===== config.mk =====
export PLATFORM = sky130hd
export DESIGN_NAME = fpu_cvt_unit
export DESIGN_NICKNAME = d
export VERILOG_FILES = /design/src/rtl/fpu_cvt_pkg.sv /design/src/rtl/fpu_cvt_unit_fifo.sv /design/src/rtl/ftoi.sv /design/src/rtl/itof.sv /design/src/rtl/fpu_cvt_unit.sv
export SDC_FILE = /design/constraint.sdc
export NUM_CORES = 1
export LEC_CHECK = 0
export ABC_CLOCK_PERIOD_IN_PS = 2300
export CORE_UTILIZATION = 40
export CTS_CLUSTER_SIZE = 40
export DETAILED_ROUTE_END_ITERATION = 8
export RECOVER_POWER = 100
export SYNTH_ARGS = -nofsm -noshare
export SYNTH_HDL_FRONTEND = slang
export SYNTH_SLANG_ARGS = --single-unit

===== constraint.sdc =====
create_clock -name clk -period 2.3 [get_ports clk]
set_input_delay 0.46 -clock clk [delete_from_list [all_inputs] [get_ports clk]]
set_output_delay 0.46 -clock clk [all_outputs]
set_load 0.02 [all_outputs]

===== src/rtl/fpu_cvt_pkg.sv =====
// Shared types for the FPU float/int conversion path.
package fpu_cvt_pkg;

   typedef enum logic {
      CVT_FTOI = 1'b0,
      CVT_ITOF = 1'b1
   } cvt_op_e;

   localparam int unsigned CVT_TAG_W = 5;

   typedef struct packed {
      logic [CVT_TAG_W-1:0] tag;
      logic [31:0]          data;
   } cvt_res_t;

endpackage


===== src/rtl/fpu_cvt_unit_fifo.sv =====
// Result FIFO for the conversion unit: synchronous, DEPTH entries, async active-low reset.
module cvt_result_fifo
   import fpu_cvt_pkg::*;
#(
   parameter int unsigned DEPTH = 3
) (
   input  logic     clk,
   input  logic     rstn,
   input  logic     push,
   input  cvt_res_t wdata,
   input  logic     pop,
   output cvt_res_t rdata,
   output logic     full,
   output logic     empty
);

   localparam int unsigned PW = (DEPTH > 1) ? $clog2(DEPTH) : 1;
   localparam int unsigned CW = $clog2(DEPTH + 1);

   cvt_res_t        mem [DEPTH];
   logic [PW-1:0]   wr_ptr, rd_ptr;
   logic [PW-1:0]   wr_nxt, rd_nxt;
   logic [CW-1:0]   count;
   logic            do_pop;

   assign full   = (count == CW'(DEPTH));
   assign empty  = (count == '0);
   assign rdata  = mem[rd_ptr];
   assign do_pop = pop & ~empty;

   always_comb begin
      wr_nxt = (wr_ptr == PW'(DEPTH - 1)) ? '0 : wr_ptr + 1'b1;
      rd_nxt = (rd_ptr == PW'(DEPTH - 1)) ? '0 : rd_ptr + 1'b1;
   end

   always_ff @(posedge clk or negedge rstn) begin
      if (!rstn) begin
         wr_ptr <= '0;
         rd_ptr <= '0;
         count  <= '0;
         for (int unsigned i = 0; i < DEPTH; i++) mem[i] <= '0;
      end else begin
         if (push) begin
            mem[wr_ptr] <= wdata;
            wr_ptr      <= wr_nxt;
         end
         if (do_pop) rd_ptr <= rd_nxt;
         case ({push, do_pop})
            2'b10:   count <= count + 1'b1;
            2'b01:   count <= count - 1'b1;
            default: count <= count;
         endcase
      end
   end

   a_no_push_when_full: assert property (@(posedge clk) disable iff (!rstn) !(push && full));

endmodule


===== src/rtl/ftoi.sv =====
// Registered float32 -> signed int32 converter: truncates toward zero, saturates on overflow/NaN.
module ftoi (
   input  logic        clk,
   input  logic        rstn,
   input  logic [31:0] a,
   output logic [31:0] y
);

   localparam logic [31:0] INT_MAX = 32'h7FFF_FFFF;
   localparam logic [31:0] INT_MIN = 32'h8000_0000;

   logic        sgn;
   logic [7:0]  expo;
   logic [54:0] wide;
   logic [31:0] mag;
   logic [31:0] res;

   always_comb begin
      sgn  = a[31];
      expo = a[30:23];
      wide = '0;
      mag  = '0;
      res  = '0;
      if (expo == 8'hFF) begin
         res = ((a[22:0] != '0) || !sgn) ? INT_MAX : INT_MIN;
      end else if (expo >= 8'd158) begin
         res = sgn ? INT_MIN : INT_MAX;
      end else if (expo >= 8'd127) begin
         // Integer part is the 24-bit significand shifted by the unbiased exponent, binary point at bit 23.
         wide = {31'b0, 1'b1, a[22:0]} << (expo - 8'd127);
         mag  = 32'(wide >> 23);
         res  = sgn ? -mag : mag;
      end
   end

   always_ff @(posedge clk) begin
      if (!rstn) y <= '0;
      else       y <= res;
   end

endmodule


===== src/rtl/itof.sv =====
// Registered signed int32 -> float32 converter, round-to-nearest-even.
module itof (
   input  logic        clk,
   input  logic        rstn,
   input  logic [31:0] a,
   output logic [31:0] y
);

   logic        sgn;
   logic [31:0] mag;
   logic [4:0]  lead;
   logic [30:0] norm;
   logic [7:0]  expo;
   logic        rnd;
   logic [31:0] res;

   always_comb begin
      sgn  = a[31];
      mag  = sgn ? -a : a;
      lead = '0;
      for (int unsigned i = 0; i < 32; i++) begin
         if (mag[i]) lead = 5'(i);
      end
      norm = 31'(mag << (5'd31 - lead));
      expo = 8'd127 + {3'b000, lead};
      rnd  = norm[7] & ((|norm[6:0]) | norm[8]);
      // A mantissa carry from rounding ripples into the exponent field, which is the correct result.
      res  = (mag == '0) ? '0 : ({sgn, expo, norm[30:8]} + {31'b0, rnd});
   end

   always_ff @(posedge clk) begin
      if (!rstn) y <= '0;
      else       y <= res;
   end

endmodule


===== src/rtl/fpu_cvt_unit.sv =====
// FCVT execution wrapper: credit-admitted ops through non-stalling converters into a tagged result FIFO.
module fpu_cvt_unit
   import fpu_cvt_pkg::*;
#(
   parameter int unsigned TAG_W = CVT_TAG_W,
   parameter int unsigned DEPTH = 3
) (
   input  logic             clk,
   input  logic             rstn,
   input  logic             in_valid,
   output logic             in_ready,
   input  logic             in_op,
   input  logic [TAG_W-1:0] in_tag,
   input  logic [31:0]      in_data,
   output logic             out_valid,
   input  logic             out_ready,
   output logic [TAG_W-1:0] out_tag,
   output logic [31:0]      out_data,
   output logic             busy
);

   localparam int unsigned CW = $clog2(DEPTH + 1);

   logic [CW-1:0]    cnt;
   logic             accept, pop;
   logic             s1_valid;
   cvt_op_e          s1_op;
   logic [TAG_W-1:0] s1_tag;
   logic [31:0]      ftoi_y, itof_y;
   cvt_res_t         push_res, head;
   logic             fifo_full, fifo_empty;

   assign accept    = in_valid & in_ready;
   assign pop       = out_valid & out_ready;
   assign in_ready  = (cnt < CW'(DEPTH));
   assign busy      = (cnt != '0);
   assign out_valid = ~fifo_empty;
   // The FIFO tag field is sized by the package; TAG_W is expected to match it.
   assign out_tag   = TAG_W'(head.tag);
   assign out_data  = head.data;

   always_comb begin
      push_res.tag  = CVT_TAG_W'(s1_tag);
      push_res.data = (s1_op == CVT_FTOI) ? ftoi_y : itof_y;
   end

   always_ff @(posedge clk or negedge rstn) begin
      if (!rstn) begin
         cnt      <= '0;
         s1_valid <= 1'b0;
         s1_op    <= CVT_FTOI;
         s1_tag   <= '0;
      end else begin
         s1_valid <= accept;
         if (accept) begin
            s1_op  <= cvt_op_e'(in_op);
            s1_tag <= in_tag;
         end
         case ({accept, pop})
            2'b10:   cnt <= cnt + 1'b1;
            2'b01:   cnt <= cnt - 1'b1;
            default: cnt <= cnt;
         endcase
      end
   end

   ftoi u_ftoi (
      .clk  (clk),
      .rstn (rstn),
      .a    (in_data),
      .y    (ftoi_y)
   );

   itof u_itof (
      .clk  (clk),
      .rstn (rstn),
      .a    (in_data),
      .y    (itof_y)
   );

   cvt_result_fifo #(.DEPTH(DEPTH)) u_fifo (
      .clk   (clk),
      .rstn  (rstn),
      .push  (s1_valid),
      .wdata (push_res),
      .pop   (pop),
      .rdata (head),
      .full  (fifo_full),
      .empty (fifo_empty)
   );

   // Every FIFO entry holds a credit, so a full FIFO means all credits are outstanding.
   a_full_implies_no_credit: assert property (@(posedge clk) disable iff (!rstn) fifo_full |-> (cnt == CW'(DEPTH)));

endmodule


# [After elaboration in Yosys (flattened, before gate mapping)]
# Cells that the tools add are included.
[word_totals] elab_cells=111 ff_bits=190
[op_classes] n_bitwise=9 n_mux=49 n_addsub=12 n_lt_le_gt_ge=6 shift=2 n_reduce_logical=11 eq_ne=7
[ops] op="32-bit two-way mux" count=8
[ops] op="111-bit bitwise mux" count=1
[ops] op="37-bit two-way mux" count=3
[ops] op="5-bit two-way mux" count=16
[ops] op="37-bit binary-select mux with 2-bit select" count=1
[ops] op="37-bit demux with 2-bit select" count=1
[ops] op="32-bit negation" count=2
[ops] op="24-bit by 8-bit << shifter with 55-bit output" count=1
[ops] op="32-bit by 1-bit adder with 32-bit output" count=1
[ops] op="32-bit zero test" count=1
[ops] op="4-bit two-way mux" count=8
[ops] op="32-bit by 5-bit << shifter with 31-bit output" count=1
[ops] op="23-bit nonzero test" count=1
[ops] op="3-bit two-way mux" count=4
[ops] op="2-bit by 1-bit adder with 2-bit output (second input constant)" count=4
[ops] op="7-bit by 5-bit adder with 8-bit output (first input constant)" count=1
[ops] op="2-bit equality test (second input constant)" count=4
[ops] op="8-bit equality test (second input constant)" count=1
[ops] op="8-bit by 7-bit >= comparator with 1-bit output (second input constant)" count=1
[ops] op="8-bit >= comparator (second input constant)" count=1
[ops] op="2-bit two-way mux" count=4
[ops] op="2-bit one-hot mux with 2 select lines" count=2
[ops] op="8-bit by 7-bit subtractor with 8-bit output (second input constant)" count=1
[ops] op="7-bit OR reduction" count=1
[ops] op="17 further kinds" count=27

# [Logic depth before layout (Yosys ltp)]
[logic_depth] word_depth=39 mapped_depth=25 mapped_depth_nobuf=20

# [Modules after synthesis]
# From an unflattened synthesis, not the netlist that was laid out.
[hier_totals] hier_cells=1904 area_unflattened_um2=16933.7
[modules_own_cells] mod="itof" instances=1 area_per_inst_um2=6029.5 cells_per_inst=848
[modules_own_cells] mod="cvt_result_fifo" instances=1 area_per_inst_um2=5291.3 cells_per_inst=384
[modules_own_cells] mod="ftoi" instances=1 area_per_inst_um2=4828.4 cells_per_inst=609
[modules_own_cells] mod="fpu_cvt_unit" instances=1 area_per_inst_um2=784.5 cells_per_inst=63

# [Worst setup path after synthesis]
# OpenSTA, ideal clock, no wires.
[synth_timing] path_type="input port to flip-flop" from="input in_data[23]" to="register u_ftoi.y[31]" slack_ps=-3481 t_arrival_ps=5665 path_stages=21 t_required_ps=2184 path_cell_list="clkbuf_1 > buf_1 > clkinv_1 > ha_1 > clkbuf_1 > clkbuf_1 > buf_1 > clkbuf_1 > a211oi_1 > a211oi_1 > a21oi_1 > o211ai_1 > and4_1 > nand4b_1 > nand4b_1 > nor2_1 > nand3_1 > o21ai_0 > xnor2_1 > maj3_1 > and3b_1"
[synth_via] elab_chain_len=7 elab_cells_between_ends=10 classes_between="add/sub: 2; order compare: 2; eq/ne: 1; shift: 1; mux: 4"
[synth_rtl] element="from (decl)" line_no="fpu_cvt_unit.sv:14" text="input logic [31:0] in_data,"
[synth_rtl] element="8-bit by 7-bit subtractor with 8-bit output" line_no="ftoi.sv:30" text="wide = {31'b0, 1'b1, a[22:0]} << (expo - 8'd127);"
[synth_rtl] element="24-bit by 8-bit << shifter with 55-bit output" line_no="ftoi.sv:30"
[synth_rtl] element="32-bit negation" line_no="ftoi.sv:32" text="res = sgn ? -mag : mag;"
[synth_rtl] element="32-bit two-way mux" line_no="ftoi.sv:32"
[synth_rtl] element="32-bit two-way mux" line_no="ftoi.sv:28" text="end else if (expo >= 8'd127) begin"
[synth_rtl] element="32-bit two-way mux" line_no="ftoi.sv:26" text="end else if (expo >= 8'd158) begin"
[synth_rtl] element="32-bit two-way mux (*)" line_no="ftoi.sv:24" text="if (expo == 8'hFF) begin"
[synth_rtl] element="to (signal assigned)" line_no="ftoi.sv:38" text="else y <= res;"
[synth_rtl] element="to (decl)" line_no="ftoi.sv:6" text="output logic [31:0] y"
# Mark *: on every way between the ends. The rest lies on a longest branch, timed or not.
# A chain may end at the register's enable or synchronous reset.

# [Worst setup path after layout]
[layout_timing] from="input in_data[7]" to="register u_itof.y[22]"
[layout_via] elab_chain_len=33 elab_cells_between_ends=35 classes_between="add/sub: 3; shift: 1; mux: 26; bitwise: 2; reduce/logical: 3"
[layout_rtl] element="32-bit negation" line_no="itof.sv:19" text="mag = sgn ? -a : a;"
[layout_rtl] element="32-bit two-way mux (*)" line_no="itof.sv:19"
[layout_rtl] element="3-bit two-way mux" line_no="itof.sv:22" text="if (mag[i]) lead = 5'(i);"
[layout_rtl] element="4-bit two-way mux (8 in a row)" line_no="itof.sv:22"
[layout_rtl] element="5-bit two-way mux (16 in a row)" line_no="itof.sv:22"
[layout_rtl] element="5-bit subtractor" line_no="itof.sv:24" text="norm = 31'(mag << (5'd31 - lead));"
[layout_rtl] element="32-bit by 5-bit << shifter with 31-bit output" line_no="itof.sv:24"
[layout_rtl] element="7-bit OR reduction" line_no="itof.sv:26" text="rnd = norm[7] & ((|norm[6:0]) | norm[8]);"
[layout_rtl] element="1-bit bitwise OR" line_no="itof.sv:26"
[layout_rtl] element="1-bit AND" line_no="itof.sv:26"
[layout_rtl] element="32-bit by 1-bit adder with 32-bit output" line_no="itof.sv:28" text="res = (mag == '0) ? '0 : ({sgn, expo, norm[30:8]} + {31'b0, rnd});"
[layout_rtl] element="to (signal assigned)" line_no="itof.sv:33" text="else y <= res;"
[layout_rtl] element="to (decl)" line_no="itof.sv:6" text="output logic [31:0] y"
# Marked as above.

==> impl_metrics.json <==
{
  "fin_skew_ps": 5.79,
  "tightest_slew_ps": 1670,
  "grt_pass1_wl_um": 111000,
  "wl_per_cell_um": 21.4,
  "drv_cap": 1,
  "synth_edf_count": 0,
  "design_power_total_uw": 18900,
  "synth_area_leader_cell": "dfrtp_1",
  "combPwrFrac_pct": 57.6,
  "p_sw_share_pct": 41.8,
  "ys_ff_latch": 190,
  "crit_fanout": 6,
  "drive_gt1_share_pct": 47.8,
  "leakagePower_uw": 0.0116,
  "synthArstFlopShare_pct": 66.3,
  "drt_pass1_iterations": 8,
  "finalHoldViolations": 0,
  "drv_slew": 127,
  "cp-start-kind": "primary input",
  "syn_area_sq_um": 16400,
  "path_buf_inv": 7,
  "drtIter0Drc": 1451,
  "end_kind": "register",
  "rows": 73,
  "placed_area_sq_um": 22800,
  "netSwitchingPower_uw": 7930,
  "netlist.area_leader.share_pct": 19.3,
  "dieArea_sq_um": 41700,
  "cts_buffer_depth": 2,
  "violations": "capacitance limit, slew limit, setup timing",
  "tns_ps": -126860,
  "critPathMaxStageDelay_ps": 540,
  "syn_inst": 2107,
  "intPower_uw": 11000,
  "crit_arrival_ps": 5490,
  "critPathMostFrequentCell": "buf_6",
  "cts_tree": "yes",
  "start_util_pct": 40.9,
  "htree_levels": 4,
  "gp_congestion": 0.931,
  "min_period_over_period_pct": 223,
  "worstPathRequired_ps": 2660,
  "worst_slack_ps": -2830,
  "synth_commonest_cells": "nand2_1, o21ai_0, nor2_1",
  "die_width_um": 204,
  "synth.top_cells.by_area": "dfrtp_1, mux2i_1, dfxtp_1",
  "ys_warn_count": 0,
  "synth_nets": 2159,
  "antenna_cells": 0,
  "synth_ff_type": "dfrtp_1",
  "r2r_setup_slack_ps": 100,
  "port_buffers": 81,
  "routed_wl_um": 72800,
  "grt_overflow": 0,
  "antenna_found_initial": 0,
  "synth-seq-area-share_pct": 27.1,
  "fmax_mhz": 195,
  "power_density_nw_per_um2": 702,
  "cts_root_buffer": "clkbuf_16",
  "nNetsFinal": 2913,
  "cp_top_family": "simple AND/OR/NAND/NOR gates",
  "avgSynthCellArea_sq_um": 7.76,
  "stdcell_area_sq_um": 27000,
  "grt_pass1_vias": 19568,
  "vias": 19828,
  "fillers": 3325,
  "hold_slack_ps": 471,
  "drcViolationCount": 0,
  "coreArea_sq_um": 40000,
  "crit_path_cell_trace": "buf_6 > or4_4 > or4_4 > o41ai_4 > xnor2_2 > buf_4 > or3_4 > a211oi_4 > nor2_4 > buf_6 > a221oi_4 > buf_4 > nor2_4 > o221ai_4 > buf_6 > buf_6 > o2111ai_4 > nor4b_4 > nand3_2 > buf_4 > o21ai_1 > nor3b_2",
  "hp-class": "reg -> reg",
  "ant_nets": 0,
  "die_height_um": 204,
  "p_seq_share_pct": 27.1,
  "io_pins": 82,
  "vias_per_cell": 5.83,
  "r2r-start": "s1_op",
  "crit_start": "in_data[7]",
  "grt_max_degree": 127,
  "fin_util_pct": 67.5,
  "status": "finished, violations left",
  "dp_hpwl_um": 54100,
  "clk_pin_slew_ps": 70,
  "clock_sinks": 190,
  "hold_start": "u_fifo.count[1]",
  "synth.most_common_cell": "nand2_1",
  "peakVddDrop_v": 0.000656,
  "syn_to_final_growth_pct": 65.0,
  "rsz0062_at_grt": "yes",
  "setup_violations": 68,
  "power_frac_clock_pct": 15.2,
  "slew_headroom_pct": -11.6,
  "synth_cell_types": 103,
  "cts_hold_buffers": 0,
  "cpMaxStageDelayCell": "or4_4",
  "finalCriticalPeriod_ps": 5130,
  "grt_use_total_pct": 34.0,
  "critPathKind": "in -> reg",
  "clkLatencyLatePin_ps": 440,
  "cts_buffers": 17
}
==> final timing paths <==
kind / endpoint / cells after the start
worst max register to register: u_fifo.mem[29] / 3
worst min register to register: u_fifo.count[1] / 1
max in group asynchronous: u_fifo.rd_ptr[1] / 2
worst min-delay path: u_fifo.count[1] / 1
worst max-delay path: u_itof.y[22] / 22
min in group asynchronous: u_fifo.mem[24] / 2
==> flip-flops by register name (all words and copies together), names as in the netlist <==
| signal | count |
|---|---|
| u_fifo.count | 2 |
| s1_tag | 5 |
| u_fifo.wr_ptr | 2 |
| u_ftoi.y | 32 |
| u_itof.y | 32 |
| u_fifo.rd_ptr | 2 |
| s1_valid | 1 |
| u_fifo.mem | 111 |
| s1_op | 1 |
| cnt | 2 |
==> power by group through the flow <==
stage,combinational [uW],clock [uW],sequential [uW]
after detailed placement,9760,0,5170
after global placement,9610,0,5100
after global routing,11700,3070,5260
after floorplan,5680,0,4910
final,10900,2890,5140
after CTS,10500,2930,5130
==> cell type report <==
cell class	count	area (sq um)	area share (%)
clock buffers	22	518	1.92
clock inverters	10	67.6	0.250
inverters	27	125	0.463
repair buffers	916	7570	28.1
multi-input cells	1709	13600	50.4
flip-flops and latches	190	4440	16.4
well taps	525	657	2.43
==> metrics by stage <==
stage | setup WS [ps] | std cells
6_report | -2830 | 3399
5_1_grt | -2900 | 3399
4_1_cts | -2580 | 3348
3_5_place_dp | -3700 | 3197
3_3_place_gp | -3650 | 3197
2_1_floorplan | -2880 | 2107
==> placed cells by master (no fill, tap or decap), types with 18 or more instances in the layout <==
master / count
clkbuf_2: 26
buf_2: 24
dfrtp_1: 125
o21ai_1: 46
inv_1: 18
nand3_1: 45
nor2b_1: 18
buf_6: 102
nand4_1: 22
a211oi_1: 20
nor2_1: 152
nor3_1: 49
o21ai_0: 135
buf_4: 705
clkbuf_16: 21
a21oi_2: 30
xor2_1: 18
mux2_2: 27
mux2i_1: 130
nand2_1: 251
xnor2_1: 37
dfxtp_1: 64
a21oi_1: 93
o211ai_1: 23
==> timing repair <==
item                       4_1_cts  5_1_grt
setup buffers                  112       61
gates cloned                    12        1
gates resized for setup        531      256
setup endpoints to repair      101       97
pin swaps                      126      144
==> worst register-to-register path: cells and delay by family, from the launching register on <==
kind,cells,cell delay (ps)
compound gates,1,140
buf+inv,1,580
flops,1,920
mux,1,410
==> routing by layer <==
| metal | global-route usage, % | vias up | part of all wire [%] |
|---|---|---|---|
| met5 | 0 | - | 0 |
| met1 | 43.0 | 9689 | 42 |
| met4 | 15.7 | 0 | 4.5 |
| li1 | - | 9327 | - |
| met2 | 58.2 | 651 | 49 |
| met3 | 3.03 | 161 | 4.4 |
==> kinds of logic after synthesis <==
group | share of synthesized area, %
and+or+nand+nor | 22.7
AOI/OAI and AO/OA | 27.0
buffers and inverters | 5.45
DFF | 27.1
muxes | 12.9
xor gates and xnor gates | 4.07
adders and majority gates | 0.826
No activity file was read; power rests on OpenSTA's default activity.
